$ cat src/rtl/branch_resolver.sv
// rtl/branch_resolver.sv - ID/EX branch tracking, misprediction flush/redirect and predictor update.
module branch_resolver #(
  parameter int PC_W  = 32,
  parameter int CNT_W = 32
) (
  input  logic             clk_i,
  input  logic             rst_i,
  input  logic             id_branch_i,
  input  logic             id_predict_i,
  input  logic [PC_W-1:0]  id_pc_i,
  input  logic [PC_W-1:0]  id_target_i,
  input  logic             stall_i,
  input  logic             ex_taken_i,
  output logic             update_o,
  output logic             result_o,
  output logic             flush_o,
  output logic [PC_W-1:0]  redirect_pc_o,
  output logic [CNT_W-1:0] branch_cnt_o,
  output logic [CNT_W-1:0] mispredict_cnt_o
);

  logic            ex_valid;
  logic            ex_pred;
  logic [PC_W-1:0] ex_fallthru;
  logic [PC_W-1:0] ex_target;
  logic            resolve;

  // A branch held by a stall resolves only in its first unstalled cycle.
  assign resolve       = ex_valid & ~stall_i;
  assign update_o      = resolve;
  assign result_o      = resolve & ex_taken_i;
  assign flush_o       = resolve & (ex_pred != ex_taken_i);
  assign redirect_pc_o = flush_o ? (ex_taken_i ? ex_target : ex_fallthru) : '0;

  always_ff @(posedge clk_i or posedge rst_i) begin
    if (rst_i) begin
      ex_valid    <= 1'b0;
      ex_pred     <= 1'b0;
      ex_fallthru <= '0;
      ex_target   <= '0;
    end else if (!stall_i) begin
      if (flush_o) begin
        // The instruction in ID is wrong-path; drop it.
        ex_valid <= 1'b0;
      end else begin
        ex_valid <= id_branch_i;
        if (id_branch_i) begin
          ex_pred     <= id_predict_i;
          ex_fallthru <= id_pc_i + PC_W'(4);
          ex_target   <= id_target_i;
        end
      end
    end
  end

  // Saturating performance counters.
  always_ff @(posedge clk_i or posedge rst_i) begin
    if (rst_i) begin
      branch_cnt_o     <= '0;
      mispredict_cnt_o <= '0;
    end else begin
      if (resolve && (branch_cnt_o != '1)) begin
        branch_cnt_o <= branch_cnt_o + CNT_W'(1);
      end
      if (flush_o && (mispredict_cnt_o != '1)) begin
        mispredict_cnt_o <= mispredict_cnt_o + CNT_W'(1);
      end
    end
  end

endmodule

$ cat config.mk
export PLATFORM = sky130hd
export DESIGN_NAME = branch_resolver
export DESIGN_NICKNAME = d
export VERILOG_FILES = /design/src/rtl/branch_resolver.sv
export SDC_FILE = /design/constraint.sdc
export NUM_CORES = 1
export LEC_CHECK = 0
export ABC_AREA = 1
export BUFFER_PORTS_ARGS = -buffer_cell sky130_fd_sc_hd__buf_4
export CAP_MARGIN = 10
export CORE_MARGIN = 1.5
export CORE_UTILIZATION = 45
export DETAILED_ROUTE_END_ITERATION = 8
export PLACE_DENSITY = 0.72
export SETUP_SLACK_MARGIN = 0.15
export SYNTH_ARGS = -nofsm -noshare
export SYNTH_HDL_FRONTEND = slang
export SYNTH_SLANG_ARGS = --single-unit
export TNS_END_PERCENT = 10
$ cat constraint.sdc
create_clock -name clk_i -period 9.3 [get_ports clk_i]
set_input_delay 0.465 -clock clk_i [delete_from_list [all_inputs] [get_ports clk_i]]
set_output_delay 0.465 -clock clk_i [all_outputs]
set_load 0.05 [all_outputs]
* Word-level counts from Yosys, hierarchy flattened
Cells that the tools add are included.
Operators by class: add/subtract/negate cells 3, equal/unequal tests 3, multiplexer cells 3, bitwise gates (word level) 5, reductions and logical operators 3
Operators with widths (count):
- 32-bit by 1-bit adder with 32-bit output, second input constant | 2
- 32-bit 2-to-1 mux | 2
- 32-bit inequality test, second input constant | 2
- 32-bit by 3-bit adder with 32-bit output, second input constant | 1
- 1-bit bitwise AND | 3
- 3-bit AND reduction | 1
- 1-bit logical AND | 2
- 1-bit inverter | 2
- 1-bit 2-to-1 mux | 1
- 1-bit inequality test | 1
Word-level totals: register bits 130, input port bits 70

* Logic depth before layout (Yosys ltp)
Gate-level depths: netlist of the first run.
word-level depth 5, gate-level depth with buffers 11

* Worst setup path before layout of the first run
No wires, ideal clock.
kind input to output, from in ex_taken_i, to out redirect_pc_o[16], data arrival time 1883 ps, setup slack 6952 ps, stages on the path 4, path buffers 2, cell sequence clkbuf_1 buf_1 nand2_1 a21oi_1
On the way: word-level cells in the longest chain between the ends 3, elaborated cells between the ends (all ways) 4
RTL lines:
- start, declared | line 13 | input logic ex_taken_i,
- 1-bit inequality test | line 32 | assign flush_o = resolve & (ex_pred != ex_taken_i);
- 1-bit bitwise AND | line 32
- 32-bit 2-to-1 mux * | line 33 | assign redirect_pc_o = flush_o ? (ex_taken_i ? ex_target : ex_fallthru) : '0;
- end, declared | line 17 | output logic [PC_W-1:0] redirect_pc_o,
Every way passes the cells marked *; elsewhere a longest branch is shown, timed or not.

* Worst setup path after layout of the first run
from reg ex_valid, to reg ex_fallthru[19]
On the way: word-level cells in the longest chain between the ends 4
RTL lines:
- start, declared | line 22 | logic ex_valid;
- start signal, assigned | line 46 | ex_valid <= id_branch_i;
- 1-bit bitwise AND | line 29 | assign resolve = ex_valid & ~stall_i;
- 1-bit bitwise AND | line 32
- 1-bit inverter (no line)
- 3-bit AND reduction (no line)
- end signal, assigned | line 49 | ex_fallthru <= id_pc_i + PC_W'(4);
- end, declared | line 24 | logic [PC_W-1:0] ex_fallthru;
No other way between the ends. A chain may end at the register's enable or synchronous reset.

==> results of run 1 <==
state kept, by name, indices dropped and copies added, names as in the netlist:
name / flops
branch_cnt_o: 32
ex_fallthru: 32
mispredict_cnt_o: 32
ex_target: 32
ex_pred: 1
ex_valid: 1
how the worst min path moves through the flow:
stage / start / end / slack, ps / depth (start not counted)
after floorplan: ex_valid / ex_valid / 440 / 2
after global placement: ex_valid / ex_valid / 460 / 2
after detailed placement: ex_target[23] / ex_target[23] / 470 / 2
after CTS: rst_i / mispredict_cnt_o[31] / 190 / 2
after global routing: rst_i / mispredict_cnt_o[31] / 220 / 2
final: rst_i / mispredict_cnt_o[12] / 170 / 2
critical path, stage by stage (launching register included):
cell,delay (ps)
dfrtp_1,340
nand2_1,150
nor2_1,150
nand2_2,410
nand2_2,160
buf_4,570
inv_2,590
nand3_1,250
o21ai_1,80
report_power, final:
| part | switching [uW] | leakage, uW | internal, uW |
|---|---|---|---|
| clock network | 249 | 0.000271 | 389 |
| logic | 209 | 0.00303 | 102 |
| registers | 50.4 | 0.00170 | 627 |
cell type report:
cell class                 instances  share of cell area (%)
clock buffer                      24                    4.91
clock inverter                     8                   0.790
inverter                          89                    3.48
multi-input combinational        964                    41.8
sequential                       130                    33.1
tap                              225                    2.87
timing repair buffer             170                    13.0
cell families after synthesis:
group	count (synthesis)	share of synthesized area, %
DFF	130	41.4
AOI/OAI and AO/OA	52	3.31
and+or+nand+nor	873	44.5
buffers and inverters	120	6.37
xor gates and xnor gates	36	4.01
adders and majority gates	3	0.477
layout by cell type (no fill, tap or decap):
master	count
buf_4	170
o21ai_1	6
nand2_1	617
or2_2	1
nand4_1	13
clkbuf_8	3
clkbuf_1	4
nor2_1	155
clkbuf_16	17
inv_6	2
nor2_4	2
clkinv_1	1
xnor2_1	9
dfrtp_1	130
clkinv_4	1
inv_2	5
clkinvlp_4	2
a21oi_1	33
nand2_4	3
nor2_2	3
nand3_1	63
ha_1	3
inv_4	1
nand2_2	6
o21ai_0	13
clkinv_2	3
nor3_1	2
nand3b_1	7
nor2_8	1
xor2_1	27
inv_1	81
bufinv_16	1
stage by stage:
stage | instance area (um^2) | hold WS, ps | utilization, % | setup WS, ps | total power (uW)
5_1_grt | 9820 | 224 | 57.2 | 6050 | 1710
3_5_place_dp | 9260 | 465 | 53.9 | 5970 | 998
6_report | 9820 | 174 | 57.2 | 6400 | 1630
2_1_floorplan | 7860 | 445 | - | 5370 | 892
3_3_place_gp | 9260 | 461 | 53.9 | 6040 | 993
4_1_cts | 9820 | 195 | 57.2 | 6380 | 1640
metal layers:
| layer | GRT usage [%] | vias to the layer above | part of all wire (%) |
|---|---|---|---|
| met4 | 6.03 | 0 | 1.2 |
| met3 | 4.34 | 22 | 5.1 |
| met5 | 0 | - | 0 |
| met2 | 39.8 | 218 | 48 |
| met1 | 33.6 | 3656 | 46 |
| li1 | - | 4041 | - |
==> summary.txt, run 1 <==
Synth
  • Yosys top cell area share: 41.4%
  • Synthesized area per cell: 6.48 um^2
  • Distinct cells, synth: 28
  • Number of flops mapped to enable cells by yosys: 0
  • Top cells by area, synth: dfrtp_1 (41%), nand2_1 (29%), nor2_1 (7.4%)
  • Post-synth top cells: nand2_1 (617), nor2_1 (155), dfrtp_1 (130)
  • Post-Syn Nets: 1,287
  • Synth warn: 0
  • Sequential cell area fraction in the yosys report: 41.4%
  • Most common cell in the netlist: nand2_1
  • Top_reg_cell synth: dfrtp_1
  • Cell Area, Synth: 7860 um^2
  • Cell count after synthesis: 1,214
  • Cell taking the most area after synthesis: dfrtp_1
  • Post-synth ARST share: 100%
  • FF+latch count, synth: 130

Clock tree
  • Num CTS Buffers: 17
  • H-tree depth: 4
  • TritonCTS Sinks: 130
  • Worst skew pair latency: 420 ps
  • Clock Tree Buf Depth: 2
  • Root Driver: clkbuf_16
  • CTS tree: yes
  • CTS Hold Bufs: 0
  • Post-CTS Setup Bufs: 0
  • CTS resizes: 0
  • Clock transition at path regs: 60 ps

Floorplanning
  • I/O pin cnt: 169
  • CORE AREA: 17,200 um^2
  • Initial core utilization: 45.8%
  • Die Width: 135 um
  • Die ar.: 18,300 um^2
  • Die H: 135 um
  • Cell Rows: 48

Global route
  • Number of global-route vias before repair: 7,112
  • Initial antenna violation count: 0
  • Largest net degree at the start of global routing: 78
  • GR Util All Layers: 24.4%
  • First-pass GRT wire length: 35,300 um
  • Grt total ovfl: 0

Setup path
  • Req. time, crit path: 9570 ps
  • Worst r2r path cells: 8
  • CP Capture Point: ex_fallthru[19]
  • Worst reg2reg path startpoint: ex_valid
  • Setup CP Type: flip-flop to flip-flop
  • CP arrival: 3170 ps
  • Crit. End Element: flip-flop
  • Critical path fanouts, max: 69
  • FF-to-FF End: ex_fallthru[19]
  • Reg2Reg Setup Slack: 6400 ps
  • Worst Setup SP: ex_valid
  • Crit path launch type: flip-flop

Routing
  • DRC Markers: 0
  • Routed Antenna Nets: 0
  • Routed WL per cell: 13.5 um
  • Final WL: 21,800 um
  • Vias per inst: 4.93
  • DRT iter0 DRCs: 592
  • Detailed Routing Iterations Pass 1: 5
  • Via count: 7,937

STA
  • Setup violators final: 0
  • Period utilization: 31.2%
  • Measured slew at the worst slew-check pin: 1060 ps
  • RSZ-0062 raised after global routing: false
  • Setup TNS Final: 0 ps
  • Final Hold Vio Count: 0
  • Fin. max-slew vios: 0
  • Minimum clock period: 2900 ps
  • Worst clock skew: 6.99 ps
  • Highest clock rate: 345 MHz
  • Relative slew margins: 29.3%

Cells and area
  • Fillcell total: 1,695
  • Diode count: 0
  • Post-route insts no fill: 1,610
  • Reg area: 3250 um^2
  • P&R area growth vs syn: 24.9%
  • Share of cells above drive strength 1: 16.0%
  • Footprint of the multi-input gates: 4110 um^2
  • Nets: 1,445

Place
  • Port bufs: 168
  • Detail Placement HPWL: 15,800 um
  • Cell total after placement: 1,578
  • Placer's final routability congestion estimate: 0.890

Pwr
  • Leakage Power: 0.00500 uW
  • Pwr dens: 166 nW/um^2
  • Max IR drop VDD: 0.000113 V

Flow run
  • Maxcap violations: 0

Min path
  • HP Class: primary input to asynchronous set/reset pin

Status
  • Outcome: complete, no violations
(Power assumes the default switching activity.)
==> run 2: changes to the inputs <==
--- a/config.mk
+++ b/config.mk
@@ -11,7 +11,7 @@
 export CORE_MARGIN = 1.5
 export CORE_UTILIZATION = 45
 export DETAILED_ROUTE_END_ITERATION = 8
-export PLACE_DENSITY = 0.72
+export PLACE_DENSITY = 0.75
 export SETUP_SLACK_MARGIN = 0.15
 export SYNTH_ARGS = -nofsm -noshare
 export SYNTH_HDL_FRONTEND = slang
==> constraint.sdc (replaced) <==
create_clock -name clk_i -period 2.5 [get_ports clk_i]
set_input_delay 0.125 -clock clk_i [delete_from_list [all_inputs] [get_ports clk_i]]
set_output_delay 0.125 -clock clk_i [all_outputs]
set_load 0.05 [all_outputs]
==> run 2 against run 1 <==
Power rose to 4.0 times the previous value. Final cell count increased by 2.9%. Cell area increased by 5.7%. Critical path type is now primary input to output pin. Largest cell class unchanged.
==> summary.txt, run 2 (synthesized netlist as in run 1, its figures left out) <==
Cells and area
  • Diode count: 0 (unchanged)
  • P&R area growth vs syn: 32.1%
  • Most frequent cells in the layout: nand2_1 (617), buf_4 (175), nor2_1 (155)
  • Share of cells above drive strength 1: 16.2% (+0.26 points)
  • Nets: 1,491 (+3.2%)
  • Post-route cell area: 10,400 um^2 (+5.7%)
  • Most common cell after layout, fill and taps aside: nand2_1

Routing
  • Vias per inst: 4.90 (-0.66%)
  • Routed WL per cell: 13.3 um (-1.5%)
  • DRC Markers: 0 (unchanged)
  • Final WL: 22,100 um (+1.3%)
  • Via count: 8,110 (+2.2%)
  • Routed Antenna Nets: 0 (unchanged)
  • DRT iter0 DRCs: 604 (+2.0%)
  • Detailed Routing Iterations Pass 1: 5 (unchanged)

Global route
  • Grt total ovfl: 0 (unchanged)
  • First-pass GRT wire length: 36,500 um (+3.4%)
  • Number of global-route vias before repair: 7,526 (+5.8%)
  • Largest net degree at the start of global routing: 131 (+68%)
  • Initial antenna violation count: 0 (unchanged)
  • GR Util All Layers: 25.1% (+0.69 points)

Place
  • Placer's final routability congestion estimate: 0.874 (-1.8%)
  • Detail Placement HPWL: 15,600 um (-1.7%)
  • Worst slack at placement: 554 ps (-5420 ps)
  • Placed cell area: 9340 um^2 (+0.82%)
  • Port bufs: 168 (unchanged)

Pwr
  • Leakage Power: 0.00524 uW (+4.9%)
  • Total power: 6470 uW (+300%)
  • Pwr dens: 623 nW/um^2 (+280%)
  • Max IR drop VDD: 0.000483 V (+330%)

Clock tree
  • Num CTS Buffers: 17 (unchanged)
  • Post-CTS Setup Bufs: 0 (unchanged)
  • CTS Hold Bufs: 39 (+39)
  • CTS resizes: 0 (unchanged)
  • Clock transition at path regs: 50 ps (about the same)
  • H-tree depth: 4 (unchanged)
  • Clock Tree Buf Depth: 2 (unchanged)
  • Root Driver: clkbuf_16
  • CTS tree: yes
  • Worst skew pair latency: 420 ps (about the same)
  • TritonCTS Sinks: 130 (unchanged)

Floorplanning
  • Cell Rows: 48 (unchanged)
  • Die Width: 135 um (unchanged)
  • Initial core utilization: 45.8% (unchanged)
  • Die ar.: 18,300 um^2 (unchanged)
  • CORE AREA: 17,200 um^2 (unchanged)
  • Die H: 135 um (unchanged)
  • I/O pin cnt: 169 (unchanged)

Setup path
  • Worst Setup SP: stall_i
  • Crit. End Element: output pin
  • Req. time, crit path: 2380 ps (-7190 ps)
  • Crit path launch type: primary input
  • Reg2Reg Setup Slack: 540 ps (-5860 ps)
  • Critical path fanouts, max: 22 (-68%)
  • Setup CP Type: primary input to output pin
  • CP arrival: 2060 ps (-1110 ps)
  • Worst r2r path cells: 10 (+2)
  • Worst reg2reg path startpoint: mispredict_cnt_o[0]
  • FF-to-FF End: mispredict_cnt_o[16]
  • CP Capture Point: redirect_pc_o[28]

STA
  • Highest clock rate: 457 MHz
  • Final Hold Vio Count: 0 (unchanged)
  • Final WS setup: 311 ps (-6090 ps)
  • RSZ-0062 raised after global routing: false
  • Setup violators final: 0 (unchanged)
  • Fin. max-slew vios: 0 (unchanged)
  • Worst clock skew: 9.25 ps (+2.26 ps)
  • Relative slew margins: 48.2% (+19 points)
  • Minimum clock period: 2190 ps
  • Period utilization: 87.6%
  • Setup TNS Final: 0 ps (unchanged)
  • Measured slew at the worst slew-check pin: 778 ps (-282 ps)
  • Hold WS: 14.0 ps (-160 ps)

Min path
  • HP Class: primary input to flip-flop

Status
  • Outcome: complete, no violations

Flow run
  • Maxcap violations: 0 (unchanged)
[run 2: metal layers]
layer,part of all wire (%),GRT usage [%],vias to the layer above,wire [um]
met5,0,0,-,0
met3,4.3,3.97,36,948
li1,-,-,4135,-
met1,46,34.1,3725,10200
met2,48,40.7,214,10500
met4,1.9,8.66,0,410
[run 2: final cells by class]
class | count | area, um^2
Timing Repair Buffer | 216 | 1740
Multi-Input combinational cell | 964 | 4110
Tap cell | 225 | 282
Fill cell | 1633 | 6790
Sequential cell | 130 | 3250
Clock inverter | 11 | 175
Clock buffer | 21 | 480
Inverter | 89 | 340
[run 2: report_power, final]
| part | internal (uW) | switching [uW] | total, uW |
|---|---|---|---|
| clock | 1780 | 949 | 2730 |
| combinational | 431 | 795 | 1230 |
| sequential | 2330 | 183 | 2510 |
[run 2: worst min path at each step]
stage	end	slack [ps]	start	cells after the start
3_5_place_dp	ex_pred	330	id_predict_i	3
4_1_cts	ex_fallthru[5]	5	id_pc_i[5]	4
5_1_grt	ex_fallthru[12]	30	id_pc_i[12]	4
3_3_place_gp	ex_target[17]	320	id_target_i[17]	3
6_report	ex_fallthru[18]	10	id_pc_i[18]	4
2_1_floorplan	ex_fallthru[0]	230	id_pc_i[0]	2
[run 2: worst max-delay path, cell delays in order]
cell	delay, ps
dlygate4sd3_1	530
buf_4	150
inv_1	50
nand2_1	50
nor2_1	110
nand2_2	220
buf_4	310
a21oi_1	250
buf_4	250
[run 2: through the flow]
step / instances / utilization [%]
after floorplan: 1214 / -
after global placement: 1585 / 54.4
after detailed placement: 1585 / 54.4
after CTS: 1656 / 60.5
after global routing: 1656 / 60.5
final: 1656 / 60.5
==> run 3: changes to the inputs <==
--- a/config.mk
+++ b/config.mk
@@ -11,7 +11,7 @@
 export CORE_MARGIN = 1.5
 export CORE_UTILIZATION = 45
 export DETAILED_ROUTE_END_ITERATION = 8
-export PLACE_DENSITY = 0.75
+export PLACE_DENSITY_LB_ADDON = 0.08
 export SETUP_SLACK_MARGIN = 0.15
 export SYNTH_ARGS = -nofsm -noshare
 export SYNTH_HDL_FRONTEND = slang
==> run 3 against run 2 <==
Worst setup slack better by 6.5 ps. Sequential cell count unchanged. First-iteration DRC count shrank 13%. Wire length up 1.1%. Critical path type unchanged. Largest power group unchanged. Core utilization rose by 0.26 points. Sequential share of layout area down 0.14 points. Maximum frequency increased by 0.30%.
==> summary.txt, run 3 (synthesized netlist as in run 1, its figures left out) <==
Clock tree
  • Post-CTS Setup Bufs: 0 (unchanged)
  • TritonCTS Sinks: 130 (unchanged)
  • Clock transition at path regs: 60 ps (about the same)
  • H-tree depth: 4 (unchanged)
  • Worst skew pair latency: 420 ps (about the same)
  • Clock Tree Buf Depth: 2 (unchanged)
  • Root Driver: clkbuf_16
  • Num CTS Buffers: 17 (unchanged)
  • CTS resizes: 0 (unchanged)
  • CTS tree: yes

Cells and area
  • Reg area: 3250 um^2 (unchanged)
  • Fillcell total: 1,671 (+2.3%)
  • P&R area growth vs syn: 32.6%
  • Diode count: 0 (unchanged)
  • Most frequent cells in the layout: nand2_1 (617), buf_4 (176), nor2_1 (155)
  • Most common cell after layout, fill and taps aside: nand2_1
  • Footprint of the multi-input gates: 4110 um^2 (unchanged)
  • Share of cells above drive strength 1: 16.2% (-0.043 points)
  • Post-route insts no fill: 1,666 (+0.60%)
  • Nets: 1,501 (+0.67%)

Setup path
  • Crit-path cells: dlygate4sd3_1, buf_4, inv_1, nand2_1, nor2_1, nand2_2, buf_4, a21oi_1, buf_4
  • Largest stage delay on the critical path: 550 ps (+20 ps)
  • Crit. End Element: output pin
  • Crit path launch type: primary input
  • Critical path fanouts, max: 34 (+55%)
  • Setup CP Type: primary input to output pin
  • Worst path bufs/invs: 5 (unchanged)
  • CP arrival: 2060 ps (about the same)
  • Most used cell, CP: buf_4
  • CP max-delay cell: dlygate4sd3_1
  • Req. time, crit path: 2380 ps (about the same)
  • Top cell family by delay on the critical path: buffers and inverters

Routing
  • Routed WL per cell: 13.4 um (+0.49%)
  • Via count: 8,025 (-1.0%)
  • Detailed Routing Iterations Pass 1: 5 (unchanged)
  • DRC Markers: 0 (unchanged)
  • DRT iter0 DRCs: 523 (-13%)
  • Routed Antenna Nets: 0 (unchanged)
  • Final WL: 22,300 um (+1.1%)
  • Vias per inst: 4.82 (-1.6%)

STA
  • Relative slew margins: 55.3% (+7.2 points)
  • Highest clock rate: 458 MHz (+0.30%)
  • Final Hold Vio Count: 0 (unchanged)
  • Period utilization: 87.3% (-0.26 points)
  • Measured slew at the worst slew-check pin: 670 ps (-108 ps)
  • Setup violators final: 0 (unchanged)
  • Worst clock skew: 9.06 ps (-0.191 ps)
  • Fin. max-slew vios: 0 (unchanged)
  • Setup TNS Final: 0 ps (unchanged)
  • Minimum clock period: 2180 ps (-6.52 ps)
  • RSZ-0062 raised after global routing: false

Floorplanning
  • I/O pin cnt: 169 (unchanged)
  • CORE AREA: 17,200 um^2 (unchanged)
  • Die ar.: 18,300 um^2 (unchanged)
  • Die H: 135 um (unchanged)
  • Cell Rows: 48 (unchanged)
  • Die Width: 135 um (unchanged)
  • Initial core utilization: 45.8% (unchanged)

Pwr
  • Leakage Power: 0.00525 uW (+0.14%)
  • Pwr dens: 604 nW/um^2 (-3.1%)
  • Max IR drop VDD: 0.000545 V (+13%)

Global route
  • Number of global-route vias before repair: 7,225 (-4.0%)
  • GR Util All Layers: 25.0% (-0.034 points)
  • Grt total ovfl: 0 (unchanged)
  • First-pass GRT wire length: 36,200 um (-0.85%)
  • Initial antenna violation count: 0 (unchanged)
  • Largest net degree at the start of global routing: 69 (-47%)

Place
  • Port bufs: 168 (unchanged)
  • Cell total after placement: 1,586 (+0.063%)
  • Detail Placement HPWL: 16,300 um (+4.7%)
  • Placer's final routability congestion estimate: 0.921 (+5.3%)

Min path
  • HP Class: primary input to flip-flop

Status
  • Outcome: complete, no violations

Flow run
  • Maxcap violations: 0 (unchanged)
## run 3: cell types whose count changed in the layout (fill, tap and decap cells not counted), sizes merged
cell	previous run	this run
buf	177	178
bufinv	4	2
clkbuf	21	19
clkinv	5	3
clkinvlp	3	6
dlygate4sd3	39	48
inv	88	91
## run 3: power by group
part           total (uW)  switching, uW  leakage, uW  internal, uW
Combinational        1240            803      0.00327           442
Clock                2530            997     0.000279          1540
Sequential           2520            190      0.00170          2330
Total                6300           1990      0.00525          4310
## run 3: final timing paths
path | to | slack (ps) | from | cells after the start
setup / recovery | redirect_pc_o[11] | 320 | stall_i | 9
hold / removal | ex_fallthru[23] | 10 | id_pc_i[23] | 5
setup reg to reg | mispredict_cnt_o[28] | 510 | mispredict_cnt_o[0] | 10
hold reg to reg | ex_valid | 470 | ex_valid | 2
max in group asynchronous | ex_target[31] | 1580 | rst_i | 4
min in group asynchronous | branch_cnt_o[26] | 280 | rst_i | 3
## run 3: worst min-delay path: cells and delay by family
family        cells  cell delay, ps
buf+inv           2             120
simple gates      3             160
## run 3: through the flow
step,hold slack [ps],power [uW],util [%],setup slack (ps),area [um^2]
2_1_floorplan,235,3320,-,497,7870
3_3_place_gp,166,3720,54.4,589,9350
3_5_place_dp,168,3740,54.4,527,9350
4_1_cts,2.72,6360,60.7,319,10400
5_1_grt,27.0,6610,60.7,232,10400
6_report,13.0,6300,60.7,317,10400
## run 3: what timing repair did
action / CTS / global route
hold endpoints to repair: 63 / 0
hold buffers: 48 / 0
endpoints found under the setup margin: 0 / 0
## run 3: area by class of cell
| class | instances | share of cell area, % |
|---|---|---|
| Clock inverter | 13 | 1.44 |
| Clock buffer | 19 | 4.34 |
| Sequential cell | 130 | 31.2 |
| Tap cell | 225 | 2.70 |
| Inverter | 89 | 3.26 |
| Multi-Input combinational cell | 964 | 39.4 |
| Timing Repair Buffer | 226 | 17.7 |
## run 3: routing by layer
layer  wire length [um]  vias to the layer above  GRT usage (%)
li1                   -                     4155              -
met1              10600                     3648           34.5
met2              10500                      199           40.6
met3                951                       23           4.56
met4                282                        0           6.75
met5                  0                        -              0
